==> config.mk <==
export PLATFORM = sky130hd
export DESIGN_NAME = frame_timing_gen_flat
export DESIGN_NICKNAME = d
export VERILOG_FILES = /design/src/rtl/frame_timing_gen_pkg.sv /design/src/rtl/frame_timing_gen_if.sv /design/src/rtl/frame_timing_gen_timing_down_counter.sv /design/src/rtl/frame_timing_gen.sv /design/src/flat_wrapper.sv
export SDC_FILE = /design/constraint.sdc
export NUM_CORES = 1
export LEC_CHECK = 0
export ABC_AREA = 1
export BUFFER_PORTS_ARGS = -buffer_cell sky130_fd_sc_hd__buf_2
export CAP_MARGIN = 20
export CORE_MARGIN = 2
export CORE_UTILIZATION = 55
export CTS_CLUSTER_DIAMETER = 60
export DETAILED_ROUTE_END_ITERATION = 8
export PLACE_DENSITY = 0.89
export SYNTH_ARGS = -nofsm -noshare
export SYNTH_HDL_FRONTEND = slang
export SYNTH_SLANG_ARGS = --single-unit
==> constraint.sdc <==
create_clock -name clk -period 4.8 [get_ports clk]
set_input_delay 0.48 -clock clk [delete_from_list [all_inputs] [get_ports clk]]
set_output_delay 0.48 -clock clk [all_outputs]
set_load 0.1 [all_outputs]
==> src/rtl/frame_timing_gen_pkg.sv <==
// Shared definitions for the frame timing generator: FSM state encoding,
// index/frame-count widths and the phase-counter reload helper.
package frame_timing_gen_pkg;

    localparam int IDX_W  = 16;
    localparam int FCNT_W = 32;

    typedef enum logic [2:0] {
        ST_IDLE      = 3'd0,
        ST_FV_SETUP  = 3'd1,
        ST_LINE      = 3'd2,
        ST_LINE_GAP  = 3'd3,
        ST_FV_HOLD   = 3'd4,
        ST_FRAME_GAP = 3'd5
    } state_e;

    // A phase of n cycles loads n-1; the counter reports zero on its last cycle.
    function automatic logic [IDX_W-1:0] reload(input int n);
        return IDX_W'(n - 1);
    endfunction

endpackage

==> src/rtl/frame_timing_gen_if.sv <==
// Framing bus between the timing generator (master) and the pattern stage (slave).
interface frame_timing_gen_if;
    import frame_timing_gen_pkg::*;

    logic              enable;
    logic              fval;
    logic              lval;
    logic              dval;
    logic              lval_negedge;
    logic              fval_posedge;
    logic [IDX_W-1:0]  col_idx;
    logic [IDX_W-1:0]  row_idx;
    logic              busy;
    logic [FCNT_W-1:0] frame_count;

    modport master (
        input  enable,
        output fval, lval, dval, lval_negedge, fval_posedge,
               col_idx, row_idx, busy, frame_count
    );

    modport slave (
        output enable,
        input  fval, lval, dval, lval_negedge, fval_posedge,
               col_idx, row_idx, busy, frame_count
    );

endinterface

==> src/rtl/frame_timing_gen_timing_down_counter.sv <==
// Loadable down-counter that times each FSM phase; saturates at zero.
module frame_timing_gen_timing_down_counter #(
    parameter int W = 16
) (
    input  logic         clk,
    input  logic         rst,
    input  logic         load_i,
    input  logic [W-1:0] load_val_i,
    output logic [W-1:0] value_o,
    output logic         zero_o
);

    logic [W-1:0] value_q, value_d;

    // Load on phase entry, otherwise count down and park at zero.
    always_comb begin
        value_d = value_q;
        if (load_i) begin
            value_d = load_val_i;
        end else if (value_q != '0) begin
            value_d = value_q - W'(1);
        end
    end

    // Counter register.
    always_ff @(posedge clk) begin
        if (rst) begin
            value_q <= '0;
        end else begin
            value_q <= value_d;
        end
    end

    assign value_o = value_q;
    assign zero_o  = (value_q == '0);

endmodule

==> src/rtl/frame_timing_gen.sv <==
// Camera-link style frame timing source: FVAL/LVAL/DVAL framing, single-cycle
// lval_negedge / fval_posedge strobes, pixel/line indices. All outputs are
// flops loaded from the next-state decode.
// Optional feature: define FRAME_COUNT_EN to build the completed-frame counter;
// otherwise frame_count is tied to zero.
module frame_timing_gen
    import frame_timing_gen_pkg::*;
#(
    parameter int DVAL_HIGH = 640,
    parameter int ROW_COUNT = 480,
    parameter int LINE_GAP  = 32,
    parameter int FV_TO_LV  = 4,
    parameter int LV_TO_FV  = 4,
    parameter int FRAME_GAP = 64
) (
    input  logic clk,
    input  logic rst,
    frame_timing_gen_if.master tim
);

    if (DVAL_HIGH < 1 || DVAL_HIGH > 65535 || ROW_COUNT < 1 || ROW_COUNT > 65535 ||
        LINE_GAP  < 1 || LINE_GAP  > 65535 || FV_TO_LV  < 1 || FV_TO_LV  > 65535 ||
        LV_TO_FV  < 1 || LV_TO_FV  > 65535 || FRAME_GAP < 1 || FRAME_GAP > 65535) begin : g_bad_param
        $error("frame_timing_gen: every timing parameter must be in 1..65535");
    end

    state_e           state_q, state_d;
    logic             cnt_load;
    logic [IDX_W-1:0] cnt_load_val;
    logic             cnt_zero;
    logic [IDX_W-1:0] phase_value_unused;

    logic             fval_q, fval_d;
    logic             lval_q, lval_d;
    logic             lneg_q, lneg_d;
    logic             fpos_q, fpos_d;
    logic             busy_q, busy_d;
    logic [IDX_W-1:0] col_q, col_d;
    logic [IDX_W-1:0] row_q, row_d;

    frame_timing_gen_timing_down_counter #(.W(IDX_W)) u_phase (
        .clk        (clk),
        .rst        (rst),
        .load_i     (cnt_load),
        .load_val_i (cnt_load_val),
        .value_o    (phase_value_unused),
        .zero_o     (cnt_zero)
    );

    // State and output registers; reset aborts a frame without strobes.
    always_ff @(posedge clk) begin
        if (rst) begin
            state_q <= ST_IDLE;
            fval_q  <= 1'b0;
            lval_q  <= 1'b0;
            lneg_q  <= 1'b0;
            fpos_q  <= 1'b0;
            busy_q  <= 1'b0;
            col_q   <= '0;
            row_q   <= '0;
        end else begin
            state_q <= state_d;
            fval_q  <= fval_d;
            lval_q  <= lval_d;
            lneg_q  <= lneg_d;
            fpos_q  <= fpos_d;
            busy_q  <= busy_d;
            col_q   <= col_d;
            row_q   <= row_d;
        end
    end

    // Next state; the phase counter is reloaded on every state entry.
    always_comb begin
        state_d      = state_q;
        cnt_load     = 1'b0;
        cnt_load_val = '0;
        unique case (state_q)
            ST_IDLE: begin
                if (tim.enable) begin
                    state_d      = ST_FV_SETUP;
                    cnt_load     = 1'b1;
                    cnt_load_val = reload(FV_TO_LV);
                end
            end
            ST_FV_SETUP: begin
                if (cnt_zero) begin
                    state_d      = ST_LINE;
                    cnt_load     = 1'b1;
                    cnt_load_val = reload(DVAL_HIGH);
                end
            end
            ST_LINE: begin
                if (cnt_zero) begin
                    cnt_load = 1'b1;
                    if (row_q == IDX_W'(ROW_COUNT - 1)) begin
                        state_d      = ST_FV_HOLD;
                        cnt_load_val = reload(LV_TO_FV);
                    end else begin
                        state_d      = ST_LINE_GAP;
                        cnt_load_val = reload(LINE_GAP);
                    end
                end
            end
            ST_LINE_GAP: begin
                if (cnt_zero) begin
                    state_d      = ST_LINE;
                    cnt_load     = 1'b1;
                    cnt_load_val = reload(DVAL_HIGH);
                end
            end
            ST_FV_HOLD: begin
                if (cnt_zero) begin
                    state_d      = ST_FRAME_GAP;
                    cnt_load     = 1'b1;
                    cnt_load_val = reload(FRAME_GAP);
                end
            end
            ST_FRAME_GAP: begin
                // enable only matters here and in IDLE, so frames are never truncated.
                if (cnt_zero) begin
                    if (tim.enable) begin
                        state_d      = ST_FV_SETUP;
                        cnt_load     = 1'b1;
                        cnt_load_val = reload(FV_TO_LV);
                    end else begin
                        state_d = ST_IDLE;
                    end
                end
            end
            default: state_d = ST_IDLE;
        endcase
    end

    // Output decode from the upcoming state so every output leaves a flop.
    always_comb begin
        fval_d = (state_d == ST_FV_SETUP) || (state_d == ST_LINE) ||
                 (state_d == ST_LINE_GAP) || (state_d == ST_FV_HOLD);
        lval_d = (state_d == ST_LINE);
        fpos_d = (state_d == ST_FV_SETUP) && (state_q != ST_FV_SETUP);
        lneg_d = (state_q == ST_LINE) && (state_d != ST_LINE);
        busy_d = (state_d != ST_IDLE);
        col_d  = ((state_d == ST_LINE) && (state_q == ST_LINE)) ? col_q + IDX_W'(1) : '0;
        if ((state_d == ST_IDLE) || (state_d == ST_FV_SETUP) || (state_d == ST_FRAME_GAP)) begin
            row_d = '0;
        end else if ((state_q == ST_LINE_GAP) && (state_d == ST_LINE)) begin
            row_d = row_q + IDX_W'(1);
        end else begin
            row_d = row_q;
        end
    end

`ifdef FRAME_COUNT_EN
    logic [FCNT_W-1:0] fcnt_q, fcnt_d;

    // A frame counts as complete when FV_HOLD hands over to FRAME_GAP.
    always_comb begin
        fcnt_d = fcnt_q;
        if ((state_q == ST_FV_HOLD) && (state_d == ST_FRAME_GAP)) begin
            fcnt_d = fcnt_q + FCNT_W'(1);
        end
    end

    // Completed-frame counter, wraps naturally, cleared only by reset.
    always_ff @(posedge clk) begin
        if (rst) begin
            fcnt_q <= '0;
        end else begin
            fcnt_q <= fcnt_d;
        end
    end

    assign tim.frame_count = fcnt_q;
`else
    assign tim.frame_count = '0;
`endif

    assign tim.fval         = fval_q;
    assign tim.lval         = lval_q;
    assign tim.dval         = lval_q;
    assign tim.lval_negedge = lneg_q;
    assign tim.fval_posedge = fpos_q;
    assign tim.busy         = busy_q;
    assign tim.col_idx      = col_q;
    assign tim.row_idx      = row_q;

endmodule

==> src/flat_wrapper.sv <==
// flat-port wrapper written by rule: the top's interface ports become plain ports
module frame_timing_gen_flat import frame_timing_gen_pkg::*;
#(
    parameter int DVAL_HIGH = 640,
    parameter int ROW_COUNT = 480,
    parameter int LINE_GAP  = 32,
    parameter int FV_TO_LV  = 4,
    parameter int LV_TO_FV  = 4,
    parameter int FRAME_GAP = 64
)
  (clk, rst, tim_enable, tim_fval, tim_lval, tim_dval, tim_lval_negedge, tim_fval_posedge, tim_col_idx, tim_row_idx, tim_busy, tim_frame_count);
  frame_timing_gen_if tim_i ();
  input  logic clk;
  input  logic rst;
  input wire logic [$bits(tim_i.enable)-1:0] tim_enable;
  output wire logic [$bits(tim_i.fval)-1:0] tim_fval;
  output wire logic [$bits(tim_i.lval)-1:0] tim_lval;
  output wire logic [$bits(tim_i.dval)-1:0] tim_dval;
  output wire logic [$bits(tim_i.lval_negedge)-1:0] tim_lval_negedge;
  output wire logic [$bits(tim_i.fval_posedge)-1:0] tim_fval_posedge;
  output wire logic [$bits(tim_i.col_idx)-1:0] tim_col_idx;
  output wire logic [$bits(tim_i.row_idx)-1:0] tim_row_idx;
  output wire logic [$bits(tim_i.busy)-1:0] tim_busy;
  output wire logic [$bits(tim_i.frame_count)-1:0] tim_frame_count;
  assign tim_i.enable = tim_enable;
  assign tim_fval = tim_i.fval;
  assign tim_lval = tim_i.lval;
  assign tim_dval = tim_i.dval;
  assign tim_lval_negedge = tim_i.lval_negedge;
  assign tim_fval_posedge = tim_i.fval_posedge;
  assign tim_col_idx = tim_i.col_idx;
  assign tim_row_idx = tim_i.row_idx;
  assign tim_busy = tim_i.busy;
  assign tim_frame_count = tim_i.frame_count;
  frame_timing_gen #(.DVAL_HIGH(DVAL_HIGH), .ROW_COUNT(ROW_COUNT), .LINE_GAP(LINE_GAP), .FV_TO_LV(FV_TO_LV), .LV_TO_FV(LV_TO_FV), .FRAME_GAP(FRAME_GAP)) u_core (.clk(clk), .rst(rst), .tim(tim_i));
endmodule
Word level (Yosys, flattened, before mapping) --
Cells that the tools add are included.
Word-level totals: flip-flop bits (word level) 56, output and inout bits 70, word-level logic and storage cells 66
Operators by class: add/sub/neg operators 3, eq/ne operators 13, mux-type cells 21, bitwise gates (word level) 1, reductions and logical operators 19
Operators by type and width (number):
- $pmux 16 s5 | 1
- $mux 16 | 4
- $add 16x1->16 const B | 2
- $mux 3 | 6
- $eq 16x9->1 const B | 1
- $logic_not 16->1 | 1
- $reduce_bool 16->1 | 1
- $sub 16x1->16 const B | 1
- $pmux 3 s5 | 1
- $eq 3x2->1 const B | 4
- $eq 3x3->1 const B | 4
- $mux 10 | 1
- $eq 3x1->1 const B | 2
- $logic_not 3->1 | 2
- $mux 6 | 1
- $reduce_or 2->1 | 3
- $logic_or 1x1->1 | 5
- $mux 5 | 1
- $logic_and 1x1->1 | 4
- $mux 1 | 4
- $reduce_or 4->1 | 1
- $ne 3x1->1 const B | 1
- $ne 3x2->1 const B | 1
- $pmux 1 s3 | 1
- other kinds (4) | 4

Longest topological paths before layout --
depth in word-level cells 8, gate-level depth with buffers 15, depth with buffers taken out 13

Hierarchy --
A second synthesis with hierarchy kept.
Unflattened totals: cell total of the unflattened synthesis 521, area, all modules 3706.1 um^2
By module, submodules not included:
- frame_timing_gen | instances 1, cells an instance 342, area each 2591.2 um^2, seq. area each 800.8 um^2
- frame_timing_gen_timing_down_counter | instances 1, cells an instance 179, area each 1114.8 um^2, seq. area each 320.3 um^2

Worst setup path before layout --
OpenSTA, ideal clock, no wires.
path kind register -> register, from register u_core.row_q[1], in the netlist u_core.tim.row_idx[1], to register u_core.row_q[9], in the netlist u_core.tim.row_idx[9], setup time 117 ps, arrival 2472 ps, setup slack 2210 ps, stages on the path, launching flop included 14, buffers on the path 1, clock period less this slack 2590 ps, cells stage by stage dfxtp_1 ha_1 nand3_1 inv_1 nand2_1 nor2_2 inv_1 nand2_1 nand2_1 nor2_8 buf_2 nand4_1 nand2_2 nor2_2
Between the ends: longest elaborated chain between the ends 8, elaborated cells on any way between the ends 13
Ends and longest elaborated chain:
- start, declared | RTL line frame_timing_gen.sv:39 | logic [IDX_W-1:0] row_q, row_d;
- start signal, assigned | RTL line frame_timing_gen.sv:69 | row_q <= row_d;
- $eq 16x9->1 | RTL line frame_timing_gen.sv:96 | if (row_q == IDX_W'(ROW_COUNT - 1)) begin
- $mux 3 | RTL line frame_timing_gen.sv:96
- $mux 3 | RTL line frame_timing_gen.sv:94 | if (cnt_zero) begin
- $pmux 3 s5 | RTL line frame_timing_gen.sv:78 | unique case (state_q)
- $eq 3x1->1 or $logic_not 3->1 (tied branches) | RTL line frame_timing_gen.sv:144 | if ((state_d == ST_IDLE) || (state_d == ST_FV_SETUP) || (state_d == ST_FRAME_GAP)) begin
- $logic_or 1x1->1 (2 in series) | RTL line frame_timing_gen.sv:144
- $reduce_or 2->1 (no line)
Several ways; a longest one is shown, not always the timed one. A chain may end at the register's enable or synchronous reset.

Final worst setup path --
from register u_core.u_phase.value_q[0], in the netlist u_core.u_phase.value_o[0], to register u_core.col_q[12], in the netlist u_core.tim.col_idx[12]
Between the ends: longest elaborated chain between the ends 7, elaborated cells on any way between the ends 10
Ends and longest elaborated chain:
- start, declared | RTL line frame_timing_gen_timing_down_counter.sv:13 | logic [W-1:0] value_q, value_d;
- start signal, assigned | RTL line frame_timing_gen_timing_down_counter.sv:30 | value_q <= value_d;
- $logic_not 16->1 * | RTL line frame_timing_gen_timing_down_counter.sv:35 | assign zero_o = (value_q == '0);
- $mux 3 (on tied branches)
- $pmux 3 s5 * | RTL line frame_timing_gen.sv:78
- $eq 3x2->1 * | RTL line frame_timing_gen.sv:143 | col_d = ((state_d == ST_LINE) && (state_q == ST_LINE)) ? col_q + IDX_W'(1) : '0;
- $logic_and 1x1->1 * | RTL line frame_timing_gen.sv:143
- $not 1->1 (no line) *
- $reduce_or 2->1 (no line) *
- end signal, assigned | RTL line frame_timing_gen.sv:68 | col_q <= col_d;
- end, declared | RTL line frame_timing_gen.sv:38 | logic [IDX_W-1:0] col_q, col_d;
Every way passes the cells marked *; elsewhere a longest branch is shown, timed or not.

==> flow_metrics.env <==
export IMPL_power_density_nw_per_um2=501
export IMPL_synth_cells=494
export IMPL_hold_start="u_core.tim.col_idx[0]"
export IMPL_max_cap_viol_count=0
export IMPL_final_area_um2=3700
export IMPL_die_x_um=83.8
export IMPL_startpoint="u_core.u_phase.value_o[0]"
export IMPL_fin_crit_sh_pct=49.4
export IMPL_regToRegStartpoint="u_core.u_phase.value_o[0]"
export IMPL_vias=3014
export IMPL_cts_setup_buffers=0
export IMPL_antenna_cells=0
export IMPL_drt_total_wl_um=6940
export IMPL_fmax_mhz=422
export IMPL_vdd_drop_max_mv=0.427
export IMPL_crit_arrival_ns=2.62
export IMPL_grt_first_pass_wirelength_um=12200
export IMPL_detail_route_first_pass_iterations=5
export IMPL_ys_async_sr_fraction_pct=0
export IMPL_synthTopCellsByArea="dfxtp_1, nor2_1, nand2_1"
export IMPL_max_stage_delay_ns=0.35
export IMPL_nets=537
export IMPL_port_buffers=40
export IMPL_slew_viol_final=0
export IMPL_cp_start_kind="flip-flop"
export IMPL_place_gp_congestion=0.915
export IMPL_drive_above_1_share_pct=21.4
export IMPL_global_route_overflow_total=0
export IMPL_syn_cell_area_um2=3500
export IMPL_layout_min_cycle_time_ns=2.37
export IMPL_synth_warnings=0
export IMPL_min_path_type="flip-flop to flip-flop"
export IMPL_path_delay_family="simple AND/OR/NAND/NOR gates"
export IMPL_die_height_um=83.8
export IMPL_critPathBufInv=2
export IMPL_cts_buffer_depth=2
export IMPL_r2r_cells=13
export IMPL_hpwlAfterDp_um=5200
export IMPL_dieArea_um2=7020
export IMPL_setup_viol=0
export IMPL_grt_pass1_vias=2803
export IMPL_wl_per_cell_um=11.4
export IMPL_ys_types=34
export IMPL_finalHoldViolCount=0
export IMPL_clk_pin_slew_ns=0.10
export IMPL_drc=0
export IMPL_cts_root_buffer="clkbuf_8"
export IMPL_avgSynthCellArea_um2=7.09
export IMPL_yosys_area_top_type="dfxtp_1"
export IMPL_fin_tns_setup_ns=0
export IMPL_yosys_area_top_type_share_pct=32.0
export IMPL_cts_hold_buf=0
export IMPL_crit_fanout=20
export IMPL_post_cts_resized=0
export IMPL_dp_cells=601
export IMPL_ios=73
export IMPL_gr_usage_all_layers_pct=20.4
export IMPL_ys_ff_latch=56
export IMPL_drt_iter0_drc=220
export IMPL_ant_nets=0
export IMPL_final_cells=609
export IMPL_nFillCells=559
export IMPL_final_core_util_pct=59.3
export IMPL_cts_tree="done"
export IMPL_crit_chain="inv_1, ha_1, nand2_2, nor2_2, nand2_2, inv_2, nand2_1, nand2_1, nand2_4, nand3_4, nor2_4, nand2_4, nor2_1"
export IMPL_ys_seq_area_share_pct=32.0
export IMPL_core_area_um2=6240
export IMPL_placed_area_um2=3580
export IMPL_critPathKind="flip-flop to flip-flop"
export IMPL_fin_worst_skew_ns=0.00702
export IMPL_p_total_mw=1.85
export IMPL_start_util_pct=56.1
export IMPL_area_growth_syn_to_layout_pct=5.65
export IMPL_cp_data_required_time_ns=5.05
export IMPL_row_count=29
export IMPL_synth_edf_count=0
export IMPL_grt_antenna_before_repair=0
export IMPL_cp_num_cells=13
export IMPL_synth_top_flop_cell="dfxtp_1"
export IMPL_clkLatencyLatePin_ns=0.31
export IMPL_hold_depth=1
export IMPL_p_leak_nw=1.60
export IMPL_cts_buffers=5
export IMPL_slowest_stage="dfxtp_1"
export IMPL_outcome="complete, no violations"
export IMPL_grt_max_degree=21
export IMPL_avgViaCountPerCell=4.95
export IMPL_end_kind="flip-flop"
export IMPL_rsz0062_at_grt="no"
export IMPL_cts_sinks=56
export IMPL_htreeDepth=2
## path summary, 6_finish.rpt
kind,endpoint,slack [ns]
setup / recovery,u_core.tim.col_idx[12],2.43
hold reg to reg,u_core.tim.col_idx[0],0.48
setup reg to reg,u_core.tim.col_idx[12],2.43
hold / removal,u_core.tim.col_idx[0],0.48
## cells by family after synthesis
logic type | after synthesis | synth area share, %
other | 1 | 0.107
DFF | 56 | 32.0
and+or+nand+nor | 285 | 42.0
buffers and inverters | 112 | 17.0
AOI/OAI and AO/OA | 17 | 2.79
adders and majority gates | 3 | 1.07
xor gates and xnor gates | 20 | 5.00
## through the flow
stage	worst slack, ns	hold WS [ns]
after floorplan	2.21	0.465
after global placement	2.59	0.449
after detailed placement	2.47	0.458
after CTS	2.46	0.484
after global routing	2.20	0.494
final	2.43	0.478
## cells in the final DEF, fill, tap and decap left out, types with 12 or more instances in the layout
master / n
inv_1: 66
nand2_1: 72
nor2_1: 91
nand3_1: 20
nand2_2: 19
buf_2: 40
nand4_1: 23
nor2_4: 13
nor3_1: 12
dfxtp_1: 56
nor2_2: 18
conb_1: 32
xor2_1: 12
## worst reg2reg max path, delay by kind of cell, from the launching register on
kind                       cells  cell delay [ns]
and+or+nand+nor               10             1.57
DFF                            1             0.35
adders and majority gates      1             0.23
buffers and inverters          2             0.17
## cell usage after synthesis (2+ instances only)
| library cell | instances |
|---|---|
| nor2_1 | 91 |
| nand2_1 | 72 |
| inv_1 | 66 |
| dfxtp_1 | 56 |
| buf_4 | 33 |
| nand4_1 | 23 |
| nand3_1 | 20 |
| nand2_2 | 19 |
| nor2_2 | 18 |
| nor2_4 | 13 |
| nor3_1 | 12 |
| xor2_1 | 12 |
| a21oi_1 | 8 |
| xnor2_1 | 8 |
| inv_2 | 5 |
| buf_2 | 4 |
| o21ai_0 | 4 |
| ha_1 | 3 |
| nand2_4 | 3 |
| nor3b_1 | 3 |
| nor4_1 | 3 |
| buf_12 | 2 |
| buf_6 | 2 |
| nand3_4 | 2 |
| o31ai_1 | 2 |
| or2_2 | 2 |
## where the power goes
group	leakage (nW)	total, mW	internal (mW)	switching, mW
combinational	1.09	0.957	0.243	0.713
clock	0.0548	0.315	0.157	0.158
sequential	0.454	0.581	0.530	0.0506
total	1.60	1.85	0.931	0.922
## per-layer routing
metal	track usage, %	up-vias	routed length, um
li1	-	1541	-
met1	27.6	1343	3190
met5	0	-	0
met4	4.11	0	91
met3	3.56	12	431
met2	34.2	118	3230
## flip-flops by register name, summed over array words and instances (netlist names)
signal / count
u_core.tim.fval_posedge: 1
u_core.tim.col_idx: 16
u_core.tim.fval: 1
u_core.tim.dval: 1
u_core.tim.row_idx: 16
u_core.state_q: 3
u_core.tim.busy: 1
u_core.u_phase.value_o: 16
u_core.tim.lval_negedge: 1
## area by class of cell
class | count | area [um2] | share of cell area, %
Clock buffer | 5 | 68.8 | 1.86
Clock inverter | 3 | 46.3 | 1.25
Inverter | 71 | 267 | 7.21
Multi-Input combinational cell | 357 | 1900 | 51.4
Sequential cell | 56 | 1120 | 30.3
Tap cell | 77 | 96.3 | 2.60
Timing Repair Buffer | 40 | 200 | 5.41
Power figures use the tool's default switching activity.
